`src/rtl/fetch_unit_pkg.sv`:
```
// fetch_unit_pkg: shared core types for the fetch stage.
// Holds the NOP encoding, the fetch FSM states and the instruction-buffer entry.
package fetch_unit_pkg;

    localparam logic [31:0] NOP_INSTR = 32'h0000_0013;

    typedef enum logic [1:0] {
        ST_RESET,
        ST_RUN,
        ST_FLUSH
    } fetch_state_t;

    typedef struct packed {
        logic [31:0] pc;
        logic [31:0] instr;
    } fetch_entry_t;

    localparam int ENTRY_W = $bits(fetch_entry_t);

endpackage

```
`src/rtl/fetch_fifo.sv`:
```
// fetch_fifo: DEPTH-entry instruction buffer with wrap-around pointers.
// A flush empties it at the next edge; push on a full buffer is taken only alongside a pop.
module fetch_fifo
    import fetch_unit_pkg::*;
#(
    parameter int DEPTH = 2
) (
    input  logic                         clk,
    input  logic                         rst,
    input  logic                         flush,
    input  logic                         push,
    input  logic                         pop,
    input  logic [ENTRY_W-1:0]           wdata,
    output logic [ENTRY_W-1:0]           rdata,
    output logic                         full,
    output logic                         empty,
    output logic [$clog2(DEPTH+1)-1:0]   count
);

    localparam int CW = $clog2(DEPTH + 1);
    localparam int PW = DEPTH > 1 ? $clog2(DEPTH) : 1;

    fetch_entry_t mem [DEPTH];
    logic [PW-1:0] wr_ptr;
    logic [PW-1:0] rd_ptr;
    logic do_push;
    logic do_pop;

    assign full    = count == CW'(DEPTH);
    assign empty   = count == '0;
    assign do_pop  = pop && !empty;
    assign do_push = push && (!full || do_pop);
    assign rdata   = mem[rd_ptr];

    always_ff @(posedge clk or negedge rst) begin
        if (!rst) begin
            wr_ptr <= '0;
            rd_ptr <= '0;
            count  <= '0;
        end else if (flush) begin
            wr_ptr <= '0;
            rd_ptr <= '0;
            count  <= '0;
        end else begin
            if (do_push)
                wr_ptr <= wr_ptr == PW'(DEPTH - 1) ? '0 : wr_ptr + 1'b1;
            if (do_pop)
                rd_ptr <= rd_ptr == PW'(DEPTH - 1) ? '0 : rd_ptr + 1'b1;
            count <= count + CW'(do_push) - CW'(do_pop);
        end
    end

    always_ff @(posedge clk) begin
        if (do_push)
            mem[wr_ptr] <= wdata;
    end

endmodule

```
`src/rtl/fetch_unit.sv`:
```
// fetch_unit: in-order instruction fetch with request throttling, redirect flush
// and a small instruction buffer feeding decode.
module fetch_unit
    import fetch_unit_pkg::*;
#(
    parameter logic [31:0] RESET_PC = 32'h0000_0000,
    parameter int          DEPTH    = 2
) (
    input  logic        clk,
    input  logic        rst,
    input  logic        redirect,
    input  logic [31:0] redirect_pc,
    output logic        imem_req,
    output logic [31:0] imem_addr,
    input  logic        imem_gnt,
    input  logic        imem_rvalid,
    input  logic [31:0] imem_rdata,
    output logic        if_valid,
    input  logic        if_ready,
    output logic [31:0] if_pc,
    output logic [31:0] if_instr
);

    localparam int CW = $clog2(DEPTH + 1);

    fetch_state_t  state;
    fetch_state_t  state_next;
    fetch_entry_t  head;
    logic [31:0]   pc;
    logic [31:0]   rsp_pc;
    logic [31:0]   target;
    logic [CW-1:0] outstanding;
    logic [CW-1:0] outstanding_next;
    logic [CW-1:0] discard;
    logic [CW-1:0] discard_next;
    logic [CW-1:0] count;
    logic [CW:0]   inflight;
    logic          fire;
    logic          accept;
    logic          push;
    logic          pop;
    logic          full;
    logic          empty;

    assign target    = {redirect_pc[31:2], 2'b00};
    assign inflight  = {1'b0, outstanding} + {1'b0, count};
    assign imem_req  = state != ST_RESET && !redirect && inflight < (CW+1)'(DEPTH);
    assign imem_addr = pc;
    assign fire      = imem_req && imem_gnt;
    // Responses are only meaningful once RUN is reached and something is in flight.
    assign accept    = imem_rvalid && state != ST_RESET && outstanding != '0;
    assign push      = accept && discard == '0 && !redirect && (!full || pop);
    assign pop       = if_valid && if_ready && !redirect;

    assign outstanding_next = outstanding + CW'(fire) - CW'(accept);
    // Every request still in flight after a redirect belongs to the old path.
    assign discard_next = redirect ? outstanding_next : discard - CW'(accept && discard != '0);

    always_comb begin
        state_next = ST_RUN;
        if (discard_next != '0)
            state_next = ST_FLUSH;
    end

    always_ff @(posedge clk or negedge rst) begin
        if (!rst) begin
            state       <= ST_RESET;
            pc          <= RESET_PC;
            rsp_pc      <= RESET_PC;
            outstanding <= '0;
            discard     <= '0;
        end else begin
            state       <= state_next;
            pc          <= redirect ? target : fire ? pc + 32'd4 : pc;
            rsp_pc      <= redirect ? target : push ? rsp_pc + 32'd4 : rsp_pc;
            outstanding <= outstanding_next;
            discard     <= discard_next;
        end
    end

    fetch_fifo #(.DEPTH(DEPTH)) u_fifo (
        .clk   (clk),
        .rst   (rst),
        .flush (redirect),
        .push  (push),
        .pop   (pop),
        .wdata ({rsp_pc, imem_rdata}),
        .rdata (head),
        .full  (full),
        .empty (empty),
        .count (count)
    );

    assign if_valid = !empty;
    assign if_pc    = empty ? 32'h0 : head.pc;
    assign if_instr = empty ? NOP_INSTR : head.instr;

    assert property (@(posedge clk) disable iff (!rst)
        !(imem_rvalid && state != ST_RESET && outstanding == '0))
        else $error("fetch_unit: rvalid with nothing outstanding");

endmodule

```
`config.mk`:
```
export PLATFORM = sky130hd
export DESIGN_NAME = fetch_unit
export DESIGN_NICKNAME = d
export VERILOG_FILES = /design/src/rtl/fetch_unit_pkg.sv /design/src/rtl/fetch_fifo.sv /design/src/rtl/fetch_unit.sv
export SDC_FILE = /design/constraint.sdc
export NUM_CORES = 1
export LEC_CHECK = 0
export CAP_MARGIN = 20
export CORE_UTILIZATION = 30
export CTS_CLUSTER_SIZE = 30
export DETAILED_ROUTE_END_ITERATION = 12
export PLACE_DENSITY = 0.5
export SLEW_MARGIN = 20
export SYNTH_ARGS = -nofsm -noshare
export SYNTH_HDL_FRONTEND = slang
export SYNTH_SLANG_ARGS = --single-unit
```
`constraint.sdc`:
```
create_clock -name clk -period 7.3 [get_ports clk]
set_input_delay 0.73 -clock clk [delete_from_list [all_inputs] [get_ports clk]]
set_output_delay 0.73 -clock clk [all_outputs]
set_load 0.005 [all_outputs]
```
==> metrics.csv <==
stage,metric,value,unit
status,run status,"finished, final reports clean",
yosys,async set-reset flop share out of synthesis,0.361,
timing,Relative slew margins,0.367,
worst_setup_path,kind of cell adding the most delay to the critical path,simple AND/OR/NAND/NOR gates,
global_route,initial antenna violation count,0,
layout,Multi-input gate area,3120,um2
timing,setup skew after layout,15.3,ps
yosys,area share of the leading cell type in the synthesized netlist,0.424,
worst_setup_path,slowest CP cell,or4b_4,
clock_tree,clock latency on the worst-skew pair,430,ps
global_route,number of global-route vias before repair,5965,
worst_setup_path,kind of end point of the critical path,flop,
timing,share of the cycle needed by the critical path after routing,0.503,
layout,area grow syn2layout,29.4,%
layout,number of filler cells placed in the layout,2757,
power_and_ir_drop,Leak,3.91,nW
worst_setup_path,source of the critical timing path,u_fifo.count[0]$_DFF_PN0_,
route,first-pass iteration count of the detailed router,4,
yosys,synthesized area per cell,12.2,um2
route,met3 wire length,902,um
clock_tree,number of CTS-inserted buffers,17,
route,number of antenna-violating nets in the routed design,0,
timing,RSZ-0062 raised after global routing,false,
route,sum of routed wire length over all layers,22000,um
layout,most frequent cells in the layout,"clkdlybuf4s50_1 (159), edfxtp_1 (124), nor2_1 (82), nand2_1 (71), dfrtp_1 (69)",
yosys,post-synth cell types,64,
worst_setup_path,WP buf/inv,2,
route,top routing layer used,met4,
timing,post-route setup TNS,0,ps
route,Iter 0 DRT Violations,302,
worst_setup_path,data required time of the critical path,7620,ps
yosys,"Top FF cell, synth",edfxtp_1,
power_and_ir_drop,total power divided by cell area,274,nW/um2
layout,antenna fix cells,0,
route,DRC errors left,0,
route,vias post-DR,6263,
floorplanning,floorplan die height,173,um
yosys,share of synthesized area occupied by flip-flops and latches,0.623,
layout,most common library cell in the layout ignoring fill and taps,clkdlybuf4s50_1,
worst_setup_path,crit path DAT,3990,ps
yosys,cells after synthesis,720,
floorplanning,row cnt,62,
floorplanning,Total Die Area,30000,um2
layout,"Net count, final",954,
global_route,pin count of the biggest net entering global routing,71,
layout,fraction of final layout cells with drive strength greater than 1,0.0742,
floorplanning,initial cell density of the core,0.305,
yosys,post-synth design cell area,8790,um2
clock_tree,clock tree from TritonCTS,done,
yosys,count of yosys warnings during synthesis,0,
global_route,GRT overflow,0,
min_path,class of the most critical hold timing path,in -> async,
yosys,cell type contributing the most total cell area after synthesis,edfxtp_1,
clock_tree,hold-fix buffers at CTS,0,
worst_setup_path,FF-to-FF Start,u_fifo.count[0]$_DFF_PN0_,
timing,worst hold margin,508,ps
timing,Worst Max-Slew Pin Slew,950,ps
placed_design,number of port buffers,161,
floorplanning,IO Pins,168,
floorplanning,area of the core,28800,um2
timing,final worst path period need,3680,ps
timing,Finish-stage setup viols,0,
run,number of max-capacitance violations reported,0,
clock_tree,H-tree levels,4,
timing,number of failing hold endpoints at the final stage,0,
clock_tree,clock root buffer,clkbuf_16,
route,routed length on met2,9500,um
worst_setup_path,critical setup path kind,reg -> reg,
placed_design,post-DP HPWL,14600,um
worst_setup_path,"Max FO, Critical Path",14,
clock_tree,Post CTS Setup Buffer Count,0,
route,met1 layer wirelength in the final routing,11400,um
floorplanning,Horiz. Die Dim,173,um
clock_tree,quantity of gates resized following cts,0,
worst_setup_path,CP max stage delay,610,ps
worst_setup_path,cells along the critical path,"and2_1, fa_1, or4b_4, nor2_4, inv_2, ha_1, inv_1, ha_1, xnor2_1, xnor2_1, nand2_1, o21ai_0, or2_2",
yosys,number of synthesized flops with an enable pin,124,
route,Routed wire per std cell,17.3,um
yosys,count of state elements after synthesis,194,
clock_tree,maximum clock path buffer count,2,
placed_design,routability congestion estimate from global placement,0.811,
global_route,GR Util All Layers,0.150,
route,vias per cell,4.92,
global_route,global-route wire length before repair,34900,um
layout,FF/Latch Area,5480,um2
clock_tree,clock input transition at the sequential cells of the worst setup and hold paths,70,ps
clock_tree,number of clock sinks,194,
yosys,leading cell types by total area after synthesis,"edfxtp_1 (42%), dfrtp_1 (20%), mux2i_1 (7.5%)",
timing,Max Fclk,0.272,GHz
timing,count of final max-slew check failures,0,
worst_setup_path,kind of launch point of the worst setup path,flop,
power_and_ir_drop,maximum VDD drop,0.149,mV
synthesized netlist by cell type, types with 7 or more instances:
master	instances
edfxtp_1	124
nor2_1	84
nand2_1	71
dfrtp_1	70
mux2i_1	66
nand3_1	42
o211ai_1	27
o21ai_0	22
clkbuf_1	18
nand4_1	16
inv_1	14
o311ai_0	13
o311ai_1	12
buf_1	8
a21oi_1	7
a31oi_1	7
and3_1	7
and4_1	7
ha_1	7
xnor2_1	7
metal layers:
layer | vias to the layer above | GRT usage
met1 | 3042 | 0.230
met4 | 0 | 0.0398
met3 | 19 | 0.0268
met5 | - | 0
met2 | 173 | 0.217
li1 | 3029 | -
final cells by class:
cell class                      count  area share
Sequential cell                   194       0.482
Timing Repair Buffer              170       0.147
Clock inverter                     12      0.0114
Multi-Input combinational cell    476       0.274
Inverter                           17     0.00561
Clock buffer                       20      0.0384
Tap cell                          384      0.0422
sequential cells by signal, summed over array words and instances, names as in the netlist:
signal and flops:
discard 2, imem_addr 30, outstanding 2, rsp_pc 30
state 2, u_fifo.count 2, u_fifo.mem 124, u_fifo.rd_ptr 1
u_fifo.wr_ptr 1
power by group:
group          switching, mW  internal, mW  leakage [nW]
Sequential             0.134          1.31          1.97
Clock                  0.411         0.506         0.269
Combinational          0.374         0.382          1.66
final timing paths:
path	slack, ps	end	cells after the start
min in group clk	550	u_fifo.wr_ptr$_DFFE_PN0P_	1
worst min register to register	550	u_fifo.wr_ptr$_DFFE_PN0P_	1
worst max register to register	3620	state[1]$_DFF_PN0_	13
worst min-delay path	510	state[1]$_DFF_PN0_	2
worst max-delay path	3620	state[1]$_DFF_PN0_	13
max in group asynchronous	6080	u_fifo.rd_ptr$_DFFE_PN0P_	2
stage by stage:
stage | cells | util | instance area, um2 | setup WS (ps) | total power [mW]
after floorplan | 723 | - | 8800 | 2720 | 1.83
after global placement | 1241 | 0.376 | 10800 | 3580 | 2.23
after detailed placement | 1241 | 0.376 | 10800 | 3610 | 2.24
after CTS | 1273 | 0.395 | 11400 | 3610 | 3.16
after global routing | 1273 | 0.395 | 11400 | 3310 | 3.29
final | 1273 | 0.395 | 11400 | 3620 | 3.12
cell families (layout without fill, tap and decap cells):
logic type / count (synthesis) / in the layout / synth area share
flip-flops: 194 / 194 / 0.623
multiplexers: 68 / 68 / 0.0777
buffers and inverters: 53 / 219 / 0.0255
AND/OR/NAND/NOR: 276 / 276 / 0.158
other: 1 / 4 / 0.000427
adder cells (fa/ha/maj): 8 / 8 / 0.0122
XOR/XNOR: 8 / 8 / 0.00797
AO/OA/AOI/OAI: 112 / 112 / 0.0950
(Power assumes the default switching activity.)
==> variant 1 (same settings) <==
Encoding of `fetch_state_t`: now one-hot (3 bits for 3 states).
--- a/src/rtl/fetch_unit_pkg.sv
+++ b/src/rtl/fetch_unit_pkg.sv
@@ -4,10 +4,10 @@
 
     localparam logic [31:0] NOP_INSTR = 32'h0000_0013;
 
-    typedef enum logic [1:0] {
-        ST_RESET,
-        ST_RUN,
-        ST_FLUSH
+    typedef enum logic [2:0] {
+        ST_RESET = 3'b001,
+        ST_RUN   = 3'b010,
+        ST_FLUSH = 3'b100
     } fetch_state_t;
 
     typedef struct packed {
Function: same outputs for any inputs over 4 cycles, from zero or initial values and one cycle with rst low; so few cycles prove little.
==> variant 1 against the original RTL <==
First-iteration DRC count rose by 16%. Sequential cell count rose by 1. Count of clock-buffer cells in the layout fell by 2. Clock skew rose by 5.3 ps. Design area fell by 0.46%. Via count fell by 5.4%. Total power fell by 0.25%. Die area fell by 0.80%. Worst setup slack got worse by 330 ps. Routed wire length fell by 4.4%. Synthesized area fell by 0.81%. Non-clock buffer count did not move. Combinational power rose by 0.5%. Largest cell class unchanged. Largest power group unchanged.
==> variant 1: results <==
group,metric,value,unit
outcome,outcome,"finished clean",
grt,grt_pass1_vias,5614,
finish,final-clk-cell-share,0.0519,
finish,n_fill_cell,2734,
power_and_ir_drop,irDropWorstVdd,0.000120,V
finish,drive_gt1_frac,0.0801,
synthesis,synthTopCellsByArea,"edfxtp_1, dfrtp_1, mux2i_1, nor2_1, xnor2_1",
setup_path,r2r-end,"state[2]",
finish,regArea,0.00551,mm²
placed_design,dp.cells,1226,
finish,num-clock-buffers,18,
power_and_ir_drop,clk-power,0.932,mW
setup_path,slowest_stage,"and3_1",
clock_network,cts_sinks,195,
synthesis,synth-compound-area-share,0.0514,
sta,skew,20.6,ps
finish,area_share_nonclk_buffers,0.147,
finish,finalNonFillerCells,1258,
synthesis,synth_top_area_frac,0.427,
setup_path,r2r_cells,13,
route,avgRoutedWirePerCell,16.7,µm
sta,worst_slew_pin_slew,990,ps
synthesis,ys_types,51,
synthesis,yosys-top-cells-count,"edfxtp_1, nor2_1, dfrtp_1, mux2i_1, nand2_1",
placed_design,hpwl,13900,µm
grt,grt.total_usage,0.145,
route,drt-pass1-iter-count,5,
placed_design,place_congestion,0.831,
synthesis,synth_xor_area_frac,0.0432,
grt,grt_pass1_wl,32500,µm
power_and_ir_drop,switching_share,0.302,
grt,grt_start_max_net_pins,72,
route,vias,5923,
grt,antenna_found_initial,0,
setup_path,cp_max_fo,24,
setup_path,cp_top_family,"simple AND/OR/NAND/NOR gates",
setup_path,worst-r2r-setup-slack,3290,ps
clock_network,clk_pin_slew_worst_paths,90,ps
synthesis,yosysSeqAreaShare,0.631,
synthesis,yosys.area_share.adder,0.0123,
synthesis,async_flop_share,0.364,
synthesis,syn_inst,705,
route,first_iter_violations,351,
-- variant 1: changes by cell type in the layout (fill, tap and decap cells not counted), sizes merged, moves of 8 or more --
cell,delta
xnor2,+22
nand3,-17
nand2,-19
mux2,+8
o21ai,+12
nor3,+13
o211ai,-16
xor2,+13
o311ai,-20
-- variant 1: metrics by stage --
stage | instance area (µm²) | util | power [mW] | worst slack (ps) | hold slack [ps]
2_1_floorplan | 8730 | - | 1.82 | 865 | 434
3_3_place_gp | 10700 | 0.375 | 2.21 | 3100 | 500
3_5_place_dp | 10700 | 0.375 | 2.22 | 3050 | 503
4_1_cts | 11300 | 0.396 | 3.16 | 3240 | 514
5_1_grt | 11300 | 0.396 | 3.29 | 2960 | 531
6_report | 11300 | 0.396 | 3.11 | 3290 | 498
-- variant 1: how the worst max path moves through the flow --
stage | from | to | slack [ps] | cells past startpoint
after CTS | u_fifo.count[0] | state[2] | 3240 | 13
after global routing | u_fifo.count[0] | state[2] | 2960 | 13
after global placement | redirect | state[2] | 3100 | 13
final | u_fifo.count[0] | state[2] | 3290 | 13
after detailed placement | redirect | state[2] | 3050 | 13
after floorplan | imem_rvalid | u_fifo.mem[0][0] | 870 | 5
-- variant 1: metal layers --
layer | vias to the layer above | share of wire | GRT usage
li1 | 2868 | - | -
met1 | 2860 | 0.50 | 0.215
met2 | 183 | 0.43 | 0.212
met3 | 12 | 0.058 | 0.0348
met4 | 0 | 0.0075 | 0.0358
met5 | - | 0 | 0
-- variant 1: cell families (layout without fill, tap and decap cells) --
logic type	Yosys count	after routing
AO/OA/AOI/OAI	72	72
XOR/XNOR	43	43
adder cells (fa/ha/maj)	8	8
buffers and inverters	52	217
flip-flops	195	195
multiplexers	73	73
other	1	5
AND/OR/NAND/NOR	261	261
==> variant 2 (same flow settings) <==
Without the edit above. `DEPTH` is set to 2 in 2 places; all go to 1.
--- a/src/rtl/fetch_fifo.sv
+++ b/src/rtl/fetch_fifo.sv
@@ -3,7 +3,7 @@
 module fetch_fifo
     import fetch_unit_pkg::*;
 #(
-    parameter int DEPTH = 2
+    parameter int DEPTH = 1
 ) (
     input  logic                         clk,
     input  logic                         rst,
--- a/src/rtl/fetch_unit.sv
+++ b/src/rtl/fetch_unit.sv
@@ -4,7 +4,7 @@
     import fetch_unit_pkg::*;
 #(
     parameter logic [31:0] RESET_PC = 32'h0000_0000,
-    parameter int          DEPTH    = 2
+    parameter int          DEPTH    = 1
 ) (
     input  logic        clk,
     input  logic        rst,
Function: changed (a bounded check fails within 4 cycles, from zero or initial values and one cycle with rst low).
==> variant 2 against the original RTL <==
Sequential power down 36%. Non-clock buffer count is 1 lower. Total power shrank 34%. Worst hold slack got worse by 15 ps. Synthesized cell count shrank 25%. Critical path depth is 5 lower. Fmax increased by 0.66%. Core utilization grew 3.3 points. Synthesized area down 33%. Routed wire length shrank 29%. Design area fell by 27%. Worst setup slack better by 24 ps. Sequential cell count shrank 68.
==> variant 2: results <==
group,metric,value,unit
route,finalWirelength,15700,µm
finish,drive_gt1_frac,0.0645,
finish,n_all_inverters,9,
route,wl_met2,7180,µm
setup_path,critical_path.endpoint,"rsp_pc[16]",
finish,final-clk-cell-share,0.0624,
synthesis,synthFlopType,"dfrtp_1",
finish,nMultiInputCombCells,377,
finish,n_fill_cell,1909,
power_and_ir_drop,total_leakage_power,3.01,nW
placed_design,dp.cells,946,
min_path,hold_class,"reg2reg",
clock_network,clk_latency,400,ps
finish,num-clock-buffers,21,
route,vias,4794,
finish,buffers,169,
setup_path,crit_start,"redirect",
sta,skew,6.56,ps
grt,grt_pass1_wl,25100,µm
synthesis,yosys-top-cells-count,"nand2_1, and2_1, dfrtp_1, edfxtp_1",
finish,largest_register_ffs,62,
clock_network,clk_pin_slew_worst_paths,50,ps
synthesis,syn_inst,539,
route,drt-pass1-iter-count,5,
sta,whs,493,ps
sta,min_period,3650,ps
setup_path,cp_max_fo,46,
grt,gr-usage-met2,0.241,
synthesis,synth_edf_count,62,
placed_design,place_ws,3170,ps
route,wl_met3,1010,µm
route,first_iter_violations,196,
power_and_ir_drop,p_sw,0.545,mW
finish,area_share_nonclk_buffers,0.201,
setup_path,r2r_start,"u_fifo.count",
sta,worst_slew_pin_slew,1010,ps
grt,grt.total_usage,0.162,
grt,use_met1,0.220,
setup_path,arrival,3930,ps
synthesis,yosysSeqAreaShare,0.585,
finish,multi_input_area,0.00229,mm²
power_and_ir_drop,irDropWorstVdd,0.000150,V
grt,grt_start_max_net_pins,67,
placed_design,place_congestion,0.824,
grt,grt_use_met3,0.0481,
outcome,outcome,"finished clean",
setup_path,r2r_cells,7,
synthesis,async_flop_share,0.508,
synthesis,ys_ff_latch,126,
synthesis,ys_types,51,
finish,final_nets,772,
placed_design,hpwl,11000,µm
clock_network,cts_setup_buffers,0,
grt,grt_pass1_vias,4695,
finish,regArea,0.00346,mm²
setup_path,worst-r2r-setup-slack,3770,ps
synthesis,synthTopCellsByArea,"edfxtp_1, dfrtp_1, and2_1, nand2_1, o311ai_0",
-- variant 2: cell count changes after synthesis, moves of 7 or more --
cell / before / now
edfxtp_1: 124 / 62
o21ai_0: 22 / 30
o311ai_0: 13 / 21
inv_1: 14 / 7
and2_1: 3 / 64
nor2_1: 84 / 19
o311ai_1: 12 / 0
nand4_1: 16 / 23
xor2_1: 1 / 11
buf_1: 8 / 1
mux2i_1: 66 / 3
nand3_1: 42 / 30
-- variant 2: power groups by stage --
stage                     sequential [mW]  clock (mW)  combinational [mW]
after floorplan                     0.907           0               0.177
after global placement              0.937           0               0.363
after detailed placement            0.940           0               0.367
after CTS                           0.928       0.776               0.369
after global routing                0.944       0.805               0.403
final                               0.927       0.751               0.364
-- variant 2: worst max-delay path, cell delays in order --
cell and delay [ps]:
clkdlybuf4s50_1 400, buf_4 280, or4_1 560, buf_4 230, inv_2 710, buf_4 550
nand2_1 140, o311ai_0 310
-- variant 2: kinds of logic (layout without fill, tap and decap cells) --
| kind of cell | after synthesis | count (layout) | share of synthesized area |
|---|---|---|---|
| buf+inv | 39 | 210 | 0.0298 |
| simple gates | 243 | 243 | 0.224 |
| fa+ha+maj | 2 | 2 | 0.00423 |
| mux | 7 | 7 | 0.0127 |
| compound gates | 105 | 105 | 0.120 |
| flops | 126 | 126 | 0.585 |
| xor+xnor | 16 | 16 | 0.0237 |
| other cells | 1 | 4 | 0.000634 |
-- variant 2: metrics by stage --
| stage | utilization | area [µm²] | total power, mW |
|---|---|---|---|
| global placement | 0.401 | 7780 | 1.30 |
| detailed placement | 0.401 | 7780 | 1.31 |
| global route | 0.428 | 8300 | 2.15 |
| floorplan | - | 5930 | 1.08 |
| finish | 0.428 | 8300 | 2.04 |
| CTS | 0.428 | 8300 | 2.07 |
